===== config.mk =====
export PLATFORM = sky130hd
export DESIGN_NAME = mem_arbiter_flat
export DESIGN_NICKNAME = d
export VERILOG_FILES = /design/src/rtl/mem_arbiter_if.sv /design/src/rtl/mem_arbiter.sv /design/src/flat_wrapper.sv
export SDC_FILE = /design/constraint.sdc
export NUM_CORES = 1
export LEC_CHECK = 0
export CAP_MARGIN = 20
export CORE_AREA = 4 4 162 164
export DETAILED_ROUTE_END_ITERATION = 10
export DIE_AREA = 0 0 166 168
export MAX_ROUTING_LAYER = met4
export SYNTH_ARGS = -nofsm -noshare
export SYNTH_HDL_FRONTEND = slang
export SYNTH_SLANG_ARGS = --single-unit

===== constraint.sdc =====
create_clock -name clk -period 8.8 [get_ports clk]
set_input_delay 1.32 -clock clk [delete_from_list [all_inputs] [get_ports clk]]
set_output_delay 1.32 -clock clk [all_outputs]
set_load 0.03 [all_outputs]

===== src/rtl/mem_arbiter_if.sv =====
// -----------------------------------------------------------------------------
// mem_arbiter_if
// Bundle of every signal between the memory arbiter, its requesters (the
// weight, feature-map and output write-back BIUs) and the external memory
// port.
//
// Handshake semantics (all channels): a transfer happens on a rising clk edge
// where valid and ready are both 1. A requester keeps valid and its payload
// stable until it sees ready; ready may depend combinationally on valid.
//
// Signals (requester i uses bit i, or the slice [i*AW +: AW] / [i*DW +: DW]):
//   req, grant                    bus ownership request / one-hot grant
//   req_vld/we/addr/wdata/rdy     per-requester command channel
//   mem_vld/we/addr/wdata/rdy     command channel to memory
//   mem_rsp_vld/addr/data/rdy     read-response channel from memory
//   rsp_vld/rdy, rsp_addr/data    per-requester response channel
//   orphan                        response arrived while nobody owned the bus
//
// Modports:
//   slave  - the arbiter itself
//   master - the environment (requesters + memory)
// -----------------------------------------------------------------------------
interface mem_arbiter_if #(
  parameter int NREQ = 3,
  parameter int AW   = 32,
  parameter int DW   = 32
);
  logic [NREQ-1:0]    req;
  logic [NREQ-1:0]    grant;
  logic [NREQ-1:0]    req_vld;
  logic [NREQ-1:0]    req_we;
  logic [NREQ*AW-1:0] req_addr;
  logic [NREQ*DW-1:0] req_wdata;
  logic [NREQ-1:0]    req_rdy;
  logic               mem_vld;
  logic               mem_we;
  logic [AW-1:0]      mem_addr;
  logic [DW-1:0]      mem_wdata;
  logic               mem_rdy;
  logic               mem_rsp_vld;
  logic [AW-1:0]      mem_rsp_addr;
  logic [DW-1:0]      mem_rsp_data;
  logic               mem_rsp_rdy;
  logic [NREQ-1:0]    rsp_vld;
  logic [NREQ-1:0]    rsp_rdy;
  logic [AW-1:0]      rsp_addr;
  logic [DW-1:0]      rsp_data;
  logic               orphan;

  modport slave (
    input  req, req_vld, req_we, req_addr, req_wdata, mem_rdy,
           mem_rsp_vld, mem_rsp_addr, mem_rsp_data, rsp_rdy,
    output grant, req_rdy, mem_vld, mem_we, mem_addr, mem_wdata,
           mem_rsp_rdy, rsp_vld, rsp_addr, rsp_data, orphan
  );

  modport master (
    output req, req_vld, req_we, req_addr, req_wdata, mem_rdy,
           mem_rsp_vld, mem_rsp_addr, mem_rsp_data, rsp_rdy,
    input  grant, req_rdy, mem_vld, mem_we, mem_addr, mem_wdata,
           mem_rsp_rdy, rsp_vld, rsp_addr, rsp_data, orphan
  );
endinterface


===== src/rtl/mem_arbiter.sv =====
// -----------------------------------------------------------------------------
// mem_arbiter
// Shares one external memory port between NREQ bus interface units. One owner
// is granted round-robin; its command channel is passed straight through to
// memory and read responses are routed straight back to it (no buffering, no
// added latency). The grant is held until the owner drops req AND every read
// it issued has returned.
//
// Ports:
//   clk            clock
//   rst_n          synchronous active-low reset
//   io_bus         mem_arbiter_if.slave (requester + memory channels)
//   o_dbg_state    current FSM state (0 IDLE, 1 GRANT, 2 DRAIN)
//   o_dbg_out_cnt  number of reads issued by the owner still awaiting response
//
// MAX_OUT must be a power of two.
// -----------------------------------------------------------------------------
module mem_arbiter #(
  parameter int NREQ    = 3,
  parameter int AW      = 32,
  parameter int DW      = 32,
  parameter int MAX_OUT = 8
) (
  input  logic                     clk,
  input  logic                     rst_n,
  mem_arbiter_if.slave             io_bus,
  output logic [1:0]               o_dbg_state,
  output logic [$clog2(MAX_OUT):0] o_dbg_out_cnt
);

  localparam int IW = (NREQ > 1) ? $clog2(NREQ) : 1;
  localparam int CW = $clog2(MAX_OUT) + 1;

  typedef enum logic [1:0] {
    S_IDLE  = 2'd0,
    S_GRANT = 2'd1,
    S_DRAIN = 2'd2
  } state_t;

  state_t          r_state, w_state_nxt;
  logic [NREQ-1:0] r_grant, w_grant_nxt;
  // r_last doubles as the owner index while in GRANT/DRAIN.
  logic [IW-1:0]   r_last, w_last_nxt;
  logic [CW-1:0]   r_out_cnt, w_out_cnt_nxt;

  logic            w_pick_vld;
  logic [IW-1:0]   w_pick_idx;
  logic            w_own_req;
  logic            w_own_vld;
  logic            w_own_we;
  logic            w_blocked;
  logic            w_rd_acc;
  logic            w_rsp_hs;

  assign w_own_req = io_bus.req[r_last];
  assign w_own_vld = io_bus.req_vld[r_last];
  assign w_own_we  = io_bus.req_we[r_last];

  // Only reads consume an outstanding slot, so only reads are throttled.
  assign w_blocked = !w_own_we && (r_out_cnt == CW'(MAX_OUT));

  assign w_rd_acc = rst_n && (r_state == S_GRANT) && w_own_vld && !w_blocked &&
                    io_bus.mem_rdy && !w_own_we;
  // Responses accepted in IDLE are orphans and never touch the counter.
  assign w_rsp_hs = rst_n && (r_state != S_IDLE) && io_bus.mem_rsp_vld &&
                    io_bus.rsp_rdy[r_last];

  always_comb begin
    w_out_cnt_nxt = r_out_cnt;
    case ({w_rd_acc, w_rsp_hs})
      2'b10:   w_out_cnt_nxt = r_out_cnt + CW'(1);
      2'b01:   w_out_cnt_nxt = r_out_cnt - CW'(1);
      default: w_out_cnt_nxt = r_out_cnt;
    endcase
  end

  // Round-robin pick: first set req bit at last+1, last+2, ... (mod NREQ).
  // Scanning from the far end backwards lets the nearest hit win.
  always_comb begin
    int v_idx;
    v_idx      = 0;
    w_pick_vld = 1'b0;
    w_pick_idx = '0;
    for (int k = NREQ; k >= 1; k--) begin
      v_idx = (int'(r_last) + k) % NREQ;
      if (io_bus.req[v_idx]) begin
        w_pick_vld = 1'b1;
        w_pick_idx = IW'(v_idx);
      end
    end
  end

  // State register
  always_ff @(posedge clk) begin
    if (!rst_n) begin
      r_state   <= S_IDLE;
      r_grant   <= '0;
      r_last    <= IW'(NREQ - 1);
      r_out_cnt <= '0;
    end else begin
      r_state   <= w_state_nxt;
      r_grant   <= w_grant_nxt;
      r_last    <= w_last_nxt;
      r_out_cnt <= w_out_cnt_nxt;
    end
  end

  // Next-state logic
  always_comb begin
    w_state_nxt = r_state;
    w_grant_nxt = r_grant;
    w_last_nxt  = r_last;
    case (r_state)
      S_IDLE: begin
        if (w_pick_vld) begin
          w_state_nxt = S_GRANT;
          w_grant_nxt = NREQ'(1) << w_pick_idx;
          w_last_nxt  = w_pick_idx;
        end
      end
      S_GRANT: begin
        // Release uses the post-edge count so a final read accepted in the
        // same cycle still forces a drain.
        if (!w_own_req) begin
          if (w_out_cnt_nxt == '0) begin
            w_state_nxt = S_IDLE;
            w_grant_nxt = '0;
          end else begin
            w_state_nxt = S_DRAIN;
          end
        end
      end
      S_DRAIN: begin
        if (w_out_cnt_nxt == '0) begin
          w_state_nxt = S_IDLE;
          w_grant_nxt = '0;
        end
      end
      default: begin
        w_state_nxt = S_IDLE;
        w_grant_nxt = '0;
      end
    endcase
  end

  // Output logic. While rst_n is low everything sits at its idle value.
  always_comb begin
    io_bus.req_rdy     = '0;
    io_bus.mem_vld     = 1'b0;
    io_bus.mem_we      = 1'b0;
    io_bus.mem_addr    = '0;
    io_bus.mem_wdata   = '0;
    io_bus.rsp_vld     = '0;
    io_bus.mem_rsp_rdy = 1'b1;
    io_bus.orphan      = 1'b0;
    if (rst_n) begin
      case (r_state)
        S_IDLE: begin
          io_bus.orphan = io_bus.mem_rsp_vld;
        end
        S_GRANT: begin
          io_bus.mem_vld             = w_own_vld && !w_blocked;
          io_bus.mem_we              = w_own_we;
          io_bus.mem_addr            = io_bus.req_addr[r_last*AW +: AW];
          io_bus.mem_wdata           = io_bus.req_wdata[r_last*DW +: DW];
          io_bus.req_rdy[r_last]     = io_bus.mem_rdy && !w_blocked;
          io_bus.rsp_vld[r_last]     = io_bus.mem_rsp_vld;
          io_bus.mem_rsp_rdy         = io_bus.rsp_rdy[r_last];
        end
        S_DRAIN: begin
          io_bus.rsp_vld[r_last]     = io_bus.mem_rsp_vld;
          io_bus.mem_rsp_rdy         = io_bus.rsp_rdy[r_last];
        end
        default: begin
          io_bus.mem_rsp_rdy = 1'b1;
        end
      endcase
    end
  end

  assign io_bus.rsp_addr = io_bus.mem_rsp_addr;
  assign io_bus.rsp_data = io_bus.mem_rsp_data;
  assign io_bus.grant    = r_grant;
  assign o_dbg_state     = r_state;
  assign o_dbg_out_cnt   = r_out_cnt;

endmodule


===== src/flat_wrapper.sv =====
// flat-port wrapper written by rule: the top's interface ports become plain ports
module mem_arbiter_flat 
#(
  parameter int NREQ    = 3,
  parameter int AW      = 32,
  parameter int DW      = 32,
  parameter int MAX_OUT = 8
)
  (clk, rst_n, o_dbg_state, o_dbg_out_cnt, io_bus_req, io_bus_req_vld, io_bus_req_we, io_bus_req_addr, io_bus_req_wdata, io_bus_mem_rdy, io_bus_mem_rsp_vld, io_bus_mem_rsp_addr, io_bus_mem_rsp_data, io_bus_rsp_rdy, io_bus_grant, io_bus_req_rdy, io_bus_mem_vld, io_bus_mem_we, io_bus_mem_addr, io_bus_mem_wdata, io_bus_mem_rsp_rdy, io_bus_rsp_vld, io_bus_rsp_addr, io_bus_rsp_data, io_bus_orphan);
  mem_arbiter_if #(.NREQ(NREQ), .AW(AW), .DW(DW)) io_bus_i ();
  input  logic clk;
  input  logic rst_n;
  output logic [1:0] o_dbg_state;
  output logic [$clog2(MAX_OUT):0] o_dbg_out_cnt;
  input wire logic [$bits(io_bus_i.req)-1:0] io_bus_req;
  input wire logic [$bits(io_bus_i.req_vld)-1:0] io_bus_req_vld;
  input wire logic [$bits(io_bus_i.req_we)-1:0] io_bus_req_we;
  input wire logic [$bits(io_bus_i.req_addr)-1:0] io_bus_req_addr;
  input wire logic [$bits(io_bus_i.req_wdata)-1:0] io_bus_req_wdata;
  input wire logic [$bits(io_bus_i.mem_rdy)-1:0] io_bus_mem_rdy;
  input wire logic [$bits(io_bus_i.mem_rsp_vld)-1:0] io_bus_mem_rsp_vld;
  input wire logic [$bits(io_bus_i.mem_rsp_addr)-1:0] io_bus_mem_rsp_addr;
  input wire logic [$bits(io_bus_i.mem_rsp_data)-1:0] io_bus_mem_rsp_data;
  input wire logic [$bits(io_bus_i.rsp_rdy)-1:0] io_bus_rsp_rdy;
  output wire logic [$bits(io_bus_i.grant)-1:0] io_bus_grant;
  output wire logic [$bits(io_bus_i.req_rdy)-1:0] io_bus_req_rdy;
  output wire logic [$bits(io_bus_i.mem_vld)-1:0] io_bus_mem_vld;
  output wire logic [$bits(io_bus_i.mem_we)-1:0] io_bus_mem_we;
  output wire logic [$bits(io_bus_i.mem_addr)-1:0] io_bus_mem_addr;
  output wire logic [$bits(io_bus_i.mem_wdata)-1:0] io_bus_mem_wdata;
  output wire logic [$bits(io_bus_i.mem_rsp_rdy)-1:0] io_bus_mem_rsp_rdy;
  output wire logic [$bits(io_bus_i.rsp_vld)-1:0] io_bus_rsp_vld;
  output wire logic [$bits(io_bus_i.rsp_addr)-1:0] io_bus_rsp_addr;
  output wire logic [$bits(io_bus_i.rsp_data)-1:0] io_bus_rsp_data;
  output wire logic [$bits(io_bus_i.orphan)-1:0] io_bus_orphan;
  assign io_bus_i.req = io_bus_req;
  assign io_bus_i.req_vld = io_bus_req_vld;
  assign io_bus_i.req_we = io_bus_req_we;
  assign io_bus_i.req_addr = io_bus_req_addr;
  assign io_bus_i.req_wdata = io_bus_req_wdata;
  assign io_bus_i.mem_rdy = io_bus_mem_rdy;
  assign io_bus_i.mem_rsp_vld = io_bus_mem_rsp_vld;
  assign io_bus_i.mem_rsp_addr = io_bus_mem_rsp_addr;
  assign io_bus_i.mem_rsp_data = io_bus_mem_rsp_data;
  assign io_bus_i.rsp_rdy = io_bus_rsp_rdy;
  assign io_bus_grant = io_bus_i.grant;
  assign io_bus_req_rdy = io_bus_i.req_rdy;
  assign io_bus_mem_vld = io_bus_i.mem_vld;
  assign io_bus_mem_we = io_bus_i.mem_we;
  assign io_bus_mem_addr = io_bus_i.mem_addr;
  assign io_bus_mem_wdata = io_bus_i.mem_wdata;
  assign io_bus_mem_rsp_rdy = io_bus_i.mem_rsp_rdy;
  assign io_bus_rsp_vld = io_bus_i.rsp_vld;
  assign io_bus_rsp_addr = io_bus_i.rsp_addr;
  assign io_bus_rsp_data = io_bus_i.rsp_data;
  assign io_bus_orphan = io_bus_i.orphan;
  mem_arbiter #(.NREQ(NREQ), .AW(AW), .DW(DW), .MAX_OUT(MAX_OUT)) u_core (.clk(clk), .rst_n(rst_n), .io_bus(io_bus_i), .o_dbg_state(o_dbg_state), .o_dbg_out_cnt(o_dbg_out_cnt));
endmodule

==> results of run 1 <==
==> worst register-to-register path, stage by stage (launching register included) <==
cell,delay [ns]
dfxtp_2,0.30
buf_4,0.59
inv_1,0.33
nor2_4,0.18
buf_4,0.59
a21oi_1,0.37
nor3_1,0.38
ha_1,0.32
xor2_1,0.10
ha_1,0.19
a21oi_1,0.16
mux2i_1,0.23
xnor2_1,0.11
nand4bb_4,0.25
a21oi_4,0.23
mux2i_1,0.21
==> per-layer routing <==
metal,vias to the layer above,share of wire [%],GRT usage (%),wire length [um]
met4,0,4.7,4.48,720
met5,-,0,-,0
met3,36,9.3,2.77,1420
li1,1939,-,-,-
met2,255,47,17.5,7270
met1,1767,39,11.2,5910
==> worst max path at each step <==
stage / end / slack (ns) / depth (start not counted)
finish: io_bus_mem_vld / 3.19 / 5
global route: io_bus_mem_vld / 2.95 / 5
CTS: io_bus_mem_vld / 3.14 / 5
detailed placement: io_bus_mem_vld / 3.14 / 5
global placement: io_bus_mem_vld / 3.21 / 5
floorplan: u_core.io_bus.grant[0]$_SDFFE_PN0P_ / 5.04 / 13
==> state kept, by name, indices dropped and copies added, names as in the netlist <==
name                  flops
u_core.o_dbg_out_cnt      4
u_core.r_last             2
u_core.io_bus.grant       3
u_core.o_dbg_state        2
==> cells in the final DEF, fill, tap and decap left out, drive strengths merged, types with 5 or more instances in the layout <==
cell           count
dfxtp             11
and2               8
nor2             140
mux2i             74
nor2b              5
nand3              5
ha                 9
nand2             10
inv                6
a21oi             73
clkdlybuf4s50    290
==> kinds of logic after synthesis <==
group / share of synthesized area, %
buffers and inverters: 21.2
flip-flops: 7.18
multiplexers: 24.2
AO/OA/AOI/OAI: 16.2
AND/OR/NAND/NOR: 26.4
adder cells (fa/ha/maj): 4.00
XOR/XNOR: 0.857
==> cell usage after synthesis (3+ instances only) <==
library cell,number
nor2_1,140
mux2i_1,74
a21oi_1,71
buf_4,64
clkbuf_1,15
buf_2,12
dfxtp_1,11
nand2_1,10
ha_1,9
and2_1,8
buf_1,8
inv_1,6
nor2b_1,5
nand3_1,4
o211ai_1,4
nor3_1,3
o21ai_0,3
==> through the flow <==
stage / worst slack [ns] / cell area (sq um) / power, uW
2_1_floorplan: 5.04 / 3070 / 694
3_3_place_gp: 3.21 / 5800 / 998
3_5_place_dp: 3.14 / 5800 / 999
4_1_cts: 3.14 / 5880 / 1090
5_1_grt: 2.95 / 5880 / 1150
6_report: 3.19 / 5880 / 1070
==> final cells by class <==
type	instances	area (sq um)
Inverter	6	22.5
Timing Repair Buffer	294	2930
Clock buffer	3	75.1
Tap cell	330	413
Fill cell	2766	19000
Sequential cell	11	225
Clock inverter	1	5.00
Multi-Input combinational cell	360	2210
==> power groups by stage <==
stage / registers (uW) / logic [uW] / clock network [uW]
3_5_place_dp: 92.9 / 906 / 0
5_1_grt: 94.8 / 969 / 87.9
2_1_floorplan: 84.4 / 610 / 0
4_1_cts: 92.1 / 910 / 84.1
6_report: 90.5 / 894 / 82.8
3_3_place_gp: 91.2 / 907 / 0
==> flow_summary_export.csv, run 1 <==
group,metric,value,unit
die,core_region_area,24900,sq um
cells_and_area,insertedDiodeCount,0,
logic_synthesis,yosys_most_used_dff,"dfxtp_1",
global_route,grt_pass1_vias,3989,
drt,wirelength,15300,um
pwr,pwr_density_cell,182,nW/um^2
run,max-cap-violations,0,
worst_setup_path,r2r-start,"u_core.r_last[1]$_SDFFE_PN1P_",
logic_synthesis,postSynth.asyncResetShare,0,%
pwr,power_frac_comb,83.8,%
clock_network,tritoncts,"done",
pwr,netSwitchingPower,570,uW
drt,detail_route.wl_per_cell,15.2,um
worst_setup_path,worst_path_max_delay_cell,"clkdlybuf4s50_1",
clock_network,cts.root.buffer_cell,"clkbuf_16",
logic_synthesis,netlist.area_leader.share,24.2,%
place,gpl.final_weighted_congestion,0.852,
worst_setup_path,crit_chain,"clkdlybuf4s50_1, nand2_2, buf_4, a211oi_1, clkdlybuf4s50_1",
worst_hold_path,timing.hold.worst_path_depth,2,
die,die_area,27900,sq um
logic_synthesis,postSynthCellCount,476,
worst_setup_path,crit_path_max_incr_delay,0.88,ns
pwr,highest_ir_drop_seen_on_vdd,105,uV
worst_hold_path,worst_hold_path_type,"reg -> reg",
drt,routed-via-count,3997,
place,dp_hpwl,12400,um
logic_synthesis,syn-cell-area,3070,sq um
cells_and_area,post_route_cells_drive_above_1_share,2.52,%
worst_setup_path,crit_type,"in -> out",
global_route,pin_count_of_the_biggest_net_entering_global_routing,73,
timing,worst_slew_pin_slew,0.859,ns
clock_network,clk_latency,0.24,ns
pwr,part_of_the_power_in_registers,8.5,%
status,run_status,"finished clean",
worst_setup_path,critical_path.startpoint_type,"input port",
pwr,total_leakage_power,0.00202,uW
timing,finalHoldWorstSlack,0.457,ns
timing,final-setup-viol-count,0,
timing,final-max-slew-violation-count,0,
timing,final_min_period_over_clock_period,63.7,%
logic_synthesis,synth_fp_nets,757,
worst_setup_path,r2r-end,"u_core.io_bus.grant[2]$_SDFFE_PN0P_",
clock_network,ctsHoldBuffers,0,
clock_network,clockBufferDepth,2,
drt,first_iter_violations,125,
die,fp.dieW,166,um
worst_setup_path,cp_common_cell,"clkdlybuf4s50_1",
worst_setup_path,critical_path_source,"rst_n",
worst_setup_path,ff2ff_path_depth,15,
global_route,antenna_found_initial,0,
drt,viasPerCell,3.98,
drt,router_iterations_before_antenna_repair,5,
die,boundaryPins,419,
logic_synthesis,synthDistinctLibCells,41,
clock_network,cts.repair.resized,0,
worst_setup_path,rrSetupSlack,4.20,ns
timing,timing.clock.skew,0.000917,ns
timing,layout_min_cycle_time,5.61,ns
worst_setup_path,worst_ep_required_time,7.48,ns
place,numPlacedInstances,1001,
clock_network,cts_buffers,3,
worst_setup_path,arrival_time_at_the_worst_endpoint,4.29,ns
logic_synthesis,post_synth.cell_area_avg,6.44,sq um
worst_setup_path,endpoint_kind,"primary output",
clock_network,cts_setup_buffers,0,
worst_setup_path,timing.critical_path.buf_inv,3,
cells_and_area,finalCoreUtilization,23.6,%
timing,fin_setup_tns,0,ns
die,initial_core_util,12.3,%
global_route,grt_remaining_overflow,0,
die,chipHeight,168,um
logic_synthesis,register_bit_total_from_synthesis,11,
place,port_buffers,290,
timing,slew-limit-headroom,41.9,%
global_route,groute.usage.overall,10.2,%
drt,ant_nets,0,
clock_network,number_of_clock_sinks,11,
logic_synthesis,ys_top_cells_by_area,"mux2i_1, nor2_1, buf_4, a21oi_1, dfxtp_1",
pwr,sw_frac_of_total,53.4,%
logic_synthesis,number_of_enable_flip_flop_cells_after_synthesis,0,
worst_setup_path,cpLargestDelayFamily,"buffers and inverters",
logic_synthesis,seq_area_frac_synth,7.18,%
timing,hold_viol,0,
clock_network,clock_slew_at_reported_path_ffs,0.04,ns
cells_and_area,nNetsFinal,957,
pwr,pint,497,uW
clock_network,cts_max_level,1,
worst_hold_path,hold-path-endpoint,"u_core.io_bus.grant[0]$_SDFFE_PN0P_",
worst_setup_path,cp_max_fo,35,
timing,maximum_achievable_frequency,0.178,GHz
die,num_rows,58,
pwr,power_frac_clock,7.8,%
cells_and_area,synthToLayoutAreaGrowth,91.8,%
logic_synthesis,synth_warnings,0,
global_route,grt_pass1_wl,22200,um
logic_synthesis,yosys.area.top_type,"mux2i_1",
cells_and_area,finish.cell_count_without_fillers,1005,
timing,grt_setup_unrepaired,"no",
drt,detail_route.drc_violations,0,
worst_hold_path,holdCritStartpoint,"u_core.io_bus.grant[0]$_SDFFE_PN0P_",
(Power assumes the default switching activity.)
==> run 2: changes to the inputs <==
- CORE_AREA: 4 4 162 164 -> 4 4 159 161
- DIE_AREA: 0 0 166 168 -> 0 0 163 165
- clock period: 8.8 -> 5.2 ns (I/O delays scaled with it)
==> run 2 against run 1 <==
Compared with the run above:
- clock skew increased by 0.0030 ns
- combinational power up 71%
- global-route usage increased by 0.091 points
- critical path type is now in -> reg
- largest cell class unchanged
- highest routed layer unchanged
==> flow_summary_export.csv, run 2 (synthesis results as in run 1) <==
group,metric,value,unit
pwr,total_leakage_power,0.00204,uW
pwr,part_of_the_power_in_registers,7.0,%
timing,worst_slew_pin_slew,0.853,ns
worst_setup_path,crit_path_max_incr_delay,0.46,ns
die,core_region_area,24000,sq um
timing,finalHoldWorstSlack,0.461,ns
pwr,pint,847,uW
worst_setup_path,endpoint_kind,"register",
die,num_rows,57,
worst_setup_path,worst_ep_required_time,5.37,ns
drt,detail_route.drc_violations,0,
worst_setup_path,r2r-end,"u_core.io_bus.grant[1]$_SDFFE_PN0P_",
worst_setup_path,crit_type,"in -> reg",
clock_network,clock_slew_at_reported_path_ffs,0.04,ns
timing,final-setup-viol-count,0,
status,run_status,"finished clean",
pwr,power_frac_clock,7.7,%
clock_network,cts_max_level,1,
cells_and_area,fillCellCount,2686,
worst_setup_path,rrSetupSlack,1.57,ns
drt,detail_route.wl_per_cell,15.3,um
timing,final_min_period_over_clock_period,71.7,%
worst_setup_path,ff2ff_path_depth,13,
clock_network,cts_buffers,3,
pwr,netSwitchingPower,951,uW
timing,timing.clock.skew,0.00388,ns
cells_and_area,multi_input_comb_area,2210,sq um
timing,grt_setup_unrepaired,"no",
clock_network,cts.root.buffer_cell,"clkbuf_16",
worst_setup_path,cp_common_cell,"mux2i_1",
drt,viasPerCell,3.96,
timing,fin_setup_tns,0,ns
timing,setup_slack,1.47,ns
cells_and_area,nNetsFinal,960,
pwr,pwr_density_cell,305,nW/um^2
pwr,sw_frac_of_total,52.9,%
clock_network,cts.repair.resized,0,
worst_hold_path,worst_hold_path_type,"reg -> reg",
die,initial_core_util,12.8,%
global_route,groute.usage.overall,10.3,%
worst_setup_path,crit_chain,"clkdlybuf4s50_1, mux2i_1, nor2_1, a21oi_1, nand4b_1, ha_1, xor2_1, ha_1, a21oi_1, mux2i_1, xnor2_1, nand4bb_4, a21oi_4, mux2i_1",
cells_and_area,largest_register_ff_count,4,
worst_setup_path,worst_setup_path_endpoint,"u_core.io_bus.grant[1]$_SDFFE_PN0P_",
clock_network,cts_setup_buffers,0,
timing,slew-limit-headroom,43.2,%
cells_and_area,final_common_cell,"clkdlybuf4s50_1",
worst_setup_path,r2r-start,"u_core.r_last[1]$_SDFFE_PN1P_",
place,dp_hpwl,12600,um
global_route,grt_pass1_vias,3970,
global_route,grt_pass1_wl,21400,um
pwr,power_frac_comb,85.3,%
worst_setup_path,arrival_time_at_the_worst_endpoint,3.89,ns
global_route,antenna_found_initial,1,
timing,maximum_achievable_frequency,0.268,GHz
timing,hold_viol,0,
drt,first_iter_violations,177,
worst_hold_path,timing.hold.worst_path_depth,2,
worst_setup_path,critical_path_source,"io_bus_req_we[1]",
worst_setup_path,critical_path.startpoint_type,"input port",
place,gpl.final_weighted_congestion,0.798,
drt,wirelength,15300,um
global_route,grt_remaining_overflow,0,
worst_setup_path,cp_max_fo,6,
die,die_area,26900,sq um
clock_network,ctsHoldBuffers,0,
drt,router_iterations_before_antenna_repair,5,
drt,ant_nets,0,
clock_network,tritoncts,"done",
global_route,pin_count_of_the_biggest_net_entering_global_routing,72,
clock_network,clockBufferDepth,2,
die,fp.dieW,163,um
drt,routed-via-count,3967,
worst_setup_path,worst_path_max_delay_cell,"clkdlybuf4s50_1",
clock_network,number_of_clock_sinks,11,
place,port_buffers,290,
cells_and_area,ff_latch_area,225,sq um
die,chipHeight,165,um
place,place_ws,1.24,ns
run,max-cap-violations,0,
die,boundaryPins,419,
pwr,highest_ir_drop_seen_on_vdd,216,uV
timing,final-max-slew-violation-count,0,
cells_and_area,layout_common_cells,"clkdlybuf4s50_1, nor2_1, mux2i_1",
cells_and_area,post_route_cells_drive_above_1_share,2.95,%
clock_network,clk_latency,0.24,ns
timing,layout_min_cycle_time,3.73,ns
cells_and_area,synthToLayoutAreaGrowth,92.3,%
==> run 2: changes by cell type in the layout (fill, tap and decap cells not counted) <==
cell	previous run	this run
buf_4	4	7
diode_2	0	1
==> run 2: how the worst min path moves through the flow <==
stage	startpoint	slack, ns	endpoint
after global routing	u_core.io_bus.grant[0]$_SDFFE_PN0P_	0.48	u_core.io_bus.grant[0]$_SDFFE_PN0P_
after floorplan	u_core.io_bus.grant[1]$_SDFFE_PN0P_	0.58	u_core.io_bus.grant[1]$_SDFFE_PN0P_
after CTS	u_core.io_bus.grant[0]$_SDFFE_PN0P_	0.46	u_core.io_bus.grant[0]$_SDFFE_PN0P_
final	u_core.io_bus.grant[0]$_SDFFE_PN0P_	0.46	u_core.io_bus.grant[0]$_SDFFE_PN0P_
after detailed placement	u_core.io_bus.grant[0]$_SDFFE_PN0P_	0.46	u_core.io_bus.grant[0]$_SDFFE_PN0P_
after global placement	u_core.io_bus.grant[0]$_SDFFE_PN0P_	0.45	u_core.io_bus.grant[0]$_SDFFE_PN0P_
==> run 2: through the flow <==
step                      cells  power, uW  area (sq um)  utilization (%)
after CTS                  1002       1820          5900             24.6
after global routing       1003       1950          5900             24.6
after global placement      998       1670          5820             24.3
final                      1003       1800          5900             24.6
after floorplan             476       1180          3070                -
after detailed placement    998       1670          5820             24.3
==> run 2: critical path: cells and delay by family <==
kind                     cells  cell delay [ns]
AO/OA/AOI/OAI                3             0.77
adder cells (fa/ha/maj)      2             0.48
multiplexers                 3             0.59
AND/OR/NAND/NOR              3             0.52
buffers and inverters        1             0.46
XOR/XNOR                     2             0.27
==> run 2: power groups by stage <==
stage	clock network (uW)	logic [uW]	registers [uW]
floorplan	0	1030	143
global placement	0	1540	127
CTS	141	1550	126
detailed placement	0	1550	127
finish	139	1530	126
global route	148	1670	128
==> run 2: final cells by class <==
cell class | instances | area share [%]
Timing Repair Buffer | 297 | 50.1
Multi-Input combinational cell | 360 | 37.4
Tap cell | 324 | 6.87
Sequential cell | 11 | 3.82
Clock buffer | 3 | 1.27
Inverter | 6 | 0.382
Clock inverter | 1 | 0.0849
Antenna cell | 1 | 0.0424
==> run 2: routing by layer <==
metal,track usage (%),wire length (um),vias to the layer above
met2,17.9,7400,226
met4,4.31,636,0
met3,2.92,1480,46
li1,-,-,1948
met5,-,0,-
met1,11.1,5810,1747
